### src/rtl/if_stage.sv
// Instruction fetch stage: owns the PC, issues fetch requests and registers
// the returned instruction (with its PC and a valid bit) for the decoder.
// Redirects flush the fetch register with a bubble; memory wait cycles
// insert one bubble per cycle; stall freezes the stage.
// Optional build macro: IF_FETCH_CNT_EN adds a free-running accepted-fetch
// counter on output fetch_cnt.
module if_stage #(
  parameter logic [31:0] RESET_PC = 32'h0000_0000,
  parameter logic [31:0] NOP_INST = 32'h0000_0013
) (
  input  logic        clk,
  input  logic        rst,
  input  logic        stall,
  input  logic        redirect,
  input  logic [31:0] redirect_pc,
  output logic        imem_req,
  output logic [31:0] imem_addr,
  input  logic        imem_ready,
  input  logic [31:0] imem_rdata,
  output logic [31:0] inst,
  output logic [31:0] inst_pc,
  output logic        inst_valid
`ifdef IF_FETCH_CNT_EN
  ,
  output logic [31:0] fetch_cnt
`endif
);

  localparam int unsigned XLEN = 32;

  logic [XLEN-1:0] pc;
  logic            accept;

  // A fetch completes only when memory answers and nothing higher-priority intervenes.
  assign accept    = !rst && !redirect && !stall && imem_ready;

  // Request and address are presented straight from the current PC.
  assign imem_req  = !rst && !stall;
  assign imem_addr = pc;

  // PC and fetch register update: rst > redirect > stall > accept > wait.
  always_ff @(posedge clk) begin
    if (rst) begin
      pc         <= RESET_PC;
      inst       <= NOP_INST;
      inst_pc    <= RESET_PC;
      inst_valid <= 1'b0;
    end else if (redirect) begin
      pc         <= redirect_pc & ~XLEN'(3);
      inst       <= NOP_INST;
      inst_valid <= 1'b0;
    end else if (stall) begin
      pc         <= pc;
    end else if (imem_ready) begin
      pc         <= pc + XLEN'(4);
      inst       <= imem_rdata;
      inst_pc    <= pc;
      inst_valid <= 1'b1;
    end else begin
      inst       <= NOP_INST;
      inst_valid <= 1'b0;
    end
  end

`ifdef IF_FETCH_CNT_EN
  // Count accepted fetches; wraps naturally at 2^32.
  always_ff @(posedge clk) begin
    if (rst) begin
      fetch_cnt <= '0;
    end else if (accept) begin
      fetch_cnt <= fetch_cnt + XLEN'(1);
    end
  end
`else
  logic unused_accept;
  assign unused_accept = accept;
`endif

endmodule

### config.mk
export PLATFORM = sky130hd
export DESIGN_NAME = if_stage
export DESIGN_NICKNAME = d
export VERILOG_FILES = /design/src/rtl/if_stage.sv
export SDC_FILE = /design/constraint.sdc
export NUM_CORES = 1
export LEC_CHECK = 0
export BUFFER_PORTS_ARGS = -buffer_cell sky130_fd_sc_hd__buf_2
export CAP_MARGIN = 20
export CORE_UTILIZATION = 53
export CTS_BUF_LIST = sky130_fd_sc_hd__clkbuf_8
export CTS_CLUSTER_DIAMETER = 40
export CTS_CLUSTER_SIZE = 28
export DETAILED_ROUTE_END_ITERATION = 6
export PLACE_DENSITY = 0.87
export SLEW_MARGIN = 20
export SYNTH_ARGS = -nofsm -noshare
export SYNTH_HDL_FRONTEND = slang
export SYNTH_SLANG_ARGS = --single-unit
export TNS_END_PERCENT = 20
### constraint.sdc
create_clock -name clk -period 5.13 [get_ports clk]
set_input_delay 1.026 -clock clk [delete_from_list [all_inputs] [get_ports clk]]
set_output_delay 1.026 -clock clk [all_outputs]
set_load 0.01 [all_outputs]
==> metrics <==
number of antenna-violating nets in the routed design 0; Pint between 1 and 1.5 mW; hold depth 2; synthesized area per cell slightly above 8 sq um; gr ovfl total 0; Ports 167; remaining design rule violation count 0; final setup fails 0; Max Freq about 320 MHz; critical register-to-register path startpoint imem_addr[4]; Worst Setup Slack, final ~2.0 ns; number of cells on the critical path 5; Tot GR Track Use 0.271; Post-synth EDFFs 0; Flop pwr share 0.511; worst min path class register to register; Detail Placement HPWL about 7300 um; Yosys reg bits 93; nets 689; CP required around 5.4 ns; postcts setup bufs 0; CP cell instances buf_2, nand2b_1, or4_1, or3_1, a311oi_1; DR vias just over 4000; 1st-iter DRT viols around 280; Top delay family on crit path simple AND/OR/NAND/NOR gates; DR pass1 iterations 5; clock network power share 0.387; clock buffer depth 2; largest net degree at the start of global routing 63; post-route non-filler standard cell count just over 700; Setup crit start stall; Post-Place Cells a little over 700; H-tree depth 3; Mapped Cells 481; outcome complete, no violations; Period Utilization, post-route 0.605; Vias/cell between 5 and 6; crit end category register; Tmin final approximately 3.1 ns; Clk Latency, worst-skew pair 0.36 ns; Slowest cell on crit path or4_1; hold buffer count at cts 0; worst slew pin tran 1.05 ns; # rows 31; pwr dens ~310 nW/um^2; I/O Buffers 160; synthesized area between 3000 and 4000 sq um; post-synthesis sequential area ratio 0.473; Warnings, synthesis 0; crit path DAT around 3.4 ns; Top FF cell, synth dfxtp_1; initial antenna violation count 1; Critical R2R Capture imem_addr[13]; proportion of layout cells with a drive suffix above 1 0.298; maxcap violations 0; Worst-path clk slew 0.09 ns; VDD IR max ~0.00021 V; R2R setup slack 2.79 ns; vias in the first global route between 3000 and 4000; Gate power share 0.102; post-synth cell types 43; Die X a little under 90 um; Area Overhead vs Synth 26.6%; Clock Sinks between 90 and 100; largest stage delay on the critical path ~0.78 ns; Sw Ratio 0.255; CP Max Fanout 36; Leak around 2.2 nW; number of CTS-inserted buffers 9; first-pass GRT wire length roughly 17000 um; root buffer cell clkbuf_8; R2R cell count 4; setup TNS 0 ns; CP Capture Point imem_addr[13]; Die ar. 7770 sq um; Core ar. ~7000 sq um; CP Launch Type input pin; switching pwr around 0.39 mW; gpl congestion between 0.8 and 0.9; pins over their slew limit 0; Fin Clk Skew roughly 0.013 ns; RSZ-0062 raised after global routing no; WP buf/inv 1; final hold viol count 0; Post-Route WL around 11000 um; Fillers between 600 and 700; initial core utilization 0.545; post_cts resized 0; Avg WL per Cell between 10 and 15 um; fraction of registers with async set/reset 0; Die Y approximately 88 um; crit path kind input pin to register; Hold WS roughly 0.45 ns; dpl ws 1.73 ns; Slew HR 0.300; CTS tree done
-- power by group through the flow --
stage	Clock (mW)	Combinational, mW	Sequential (mW)
6_report	0.591	0.156	0.781
5_1_grt	0.624	0.173	0.785
4_1_cts	0.596	0.156	0.780
3_5_place_dp	0	0.155	0.797
3_3_place_gp	0	0.150	0.795
2_1_floorplan	0	0.0806	0.800
-- cells in the final DEF, fill, tap and decap left out, drive strengths merged, types with 2 or more instances in the layout --
cell type	n
buf	164
dfxtp	93
nand2	84
nor2	55
a21oi	40
a22oi	29
a211oi	14
inv	14
nand3	10
nor3	10
nor4	10
clkbuf	9
nand4	9
xnor2	8
and4	7
or3	7
a311oi	7
and3	6
a2111oi	6
o21ai	6
o31ai	4
conb	4
or4	4
o22ai	3
bufinv	3
nor4b	2
o21bai	2
clkinv	2
nor2b	2
-- worst min-delay path by stage --
stage / startpoint / end / slack, ns
2_1_floorplan: inst_pc[10] / inst_pc[10] / 0.48
4_1_cts: inst_pc[8] / inst_pc[8] / 0.46
3_3_place_gp: inst_pc[19] / inst_pc[19] / 0.44
3_5_place_dp: inst_pc[8] / inst_pc[8] / 0.44
5_1_grt: inst_pc[16] / inst_pc[16] / 0.48
6_report: inst_pc[25] / inst_pc[25] / 0.45
-- final cells by class --
type | count | area, sq um | area share
multi-input combinational | 339 | 1870 | 0.376
sequential | 93 | 1860 | 0.374
timing repair buffer | 164 | 831 | 0.167
clock buffer | 9 | 124 | 0.0249
tap | 99 | 124 | 0.0249
clock inverter | 7 | 120 | 0.0241
inverter | 12 | 45.0 | 0.00904
antenna | 1 | 2.50 | 0.000502
-- kinds of logic (layout without fill, tap and decap cells) --
| kind of cell | Yosys count | count (layout) | share of synthesized area |
|---|---|---|---|
| compound gates | 114 | 114 | 0.192 |
| flops | 93 | 93 | 0.473 |
| simple gates | 211 | 211 | 0.255 |
| fa+ha+maj | 1 | 1 | 0.00318 |
| buf+inv | 52 | 192 | 0.0560 |
| xor+xnor | 9 | 9 | 0.0200 |
| other cells | 1 | 5 | 0.000953 |
-- cells in the mapped netlist (8+ instances only) --
| master | count | area share |
|---|---|---|
| a21oi_1 | 40 | 0.051 |
| clkbuf_1 | 30 | 0.029 |
| xnor2_1 | 8 | 0.018 |
| a211oi_1 | 14 | 0.027 |
| dfxtp_1 | 93 | 0.47 |
| a22oi_1 | 29 | 0.055 |
| nor3_1 | 10 | 0.013 |
| nand3_1 | 10 | 0.013 |
| nand2_1 | 84 | 0.080 |
| nand4_1 | 8 | 0.013 |
| inv_1 | 12 | 0.011 |
| nor4_1 | 10 | 0.016 |
| nor2_1 | 55 | 0.052 |
-- routing by layer --
metal	vias up	GRT usage	wire length [um]
met1	1913	0.348	4620
met5	-	0	0
met2	186	0.445	5040
met4	0	0.107	168
met3	16	0.0594	862
li1	1981	-	-
-- flip-flops by register name, summed over array words and instances (netlist names) --
name / cells
inst: 32
inst_valid: 1
inst_pc: 30
imem_addr: 30
-- per-stage QoR --
step	power, mW	util	instance area (sq um)
global placement	0.945	0.656	4730
detailed placement	0.952	0.656	4740
global route	1.58	0.691	4980
floorplan	0.881	-	3950
CTS	1.53	0.690	4980
finish	1.53	0.691	4980
-- worst reg2reg max path, stage by stage, from the launching register on --
cell and delay (ns):
dfxtp_1 0.50, nand4_1 0.45, or4_1 0.67, or3_1 0.35, a311oi_1 0.28
No activity file was read; power rests on OpenSTA's default activity.
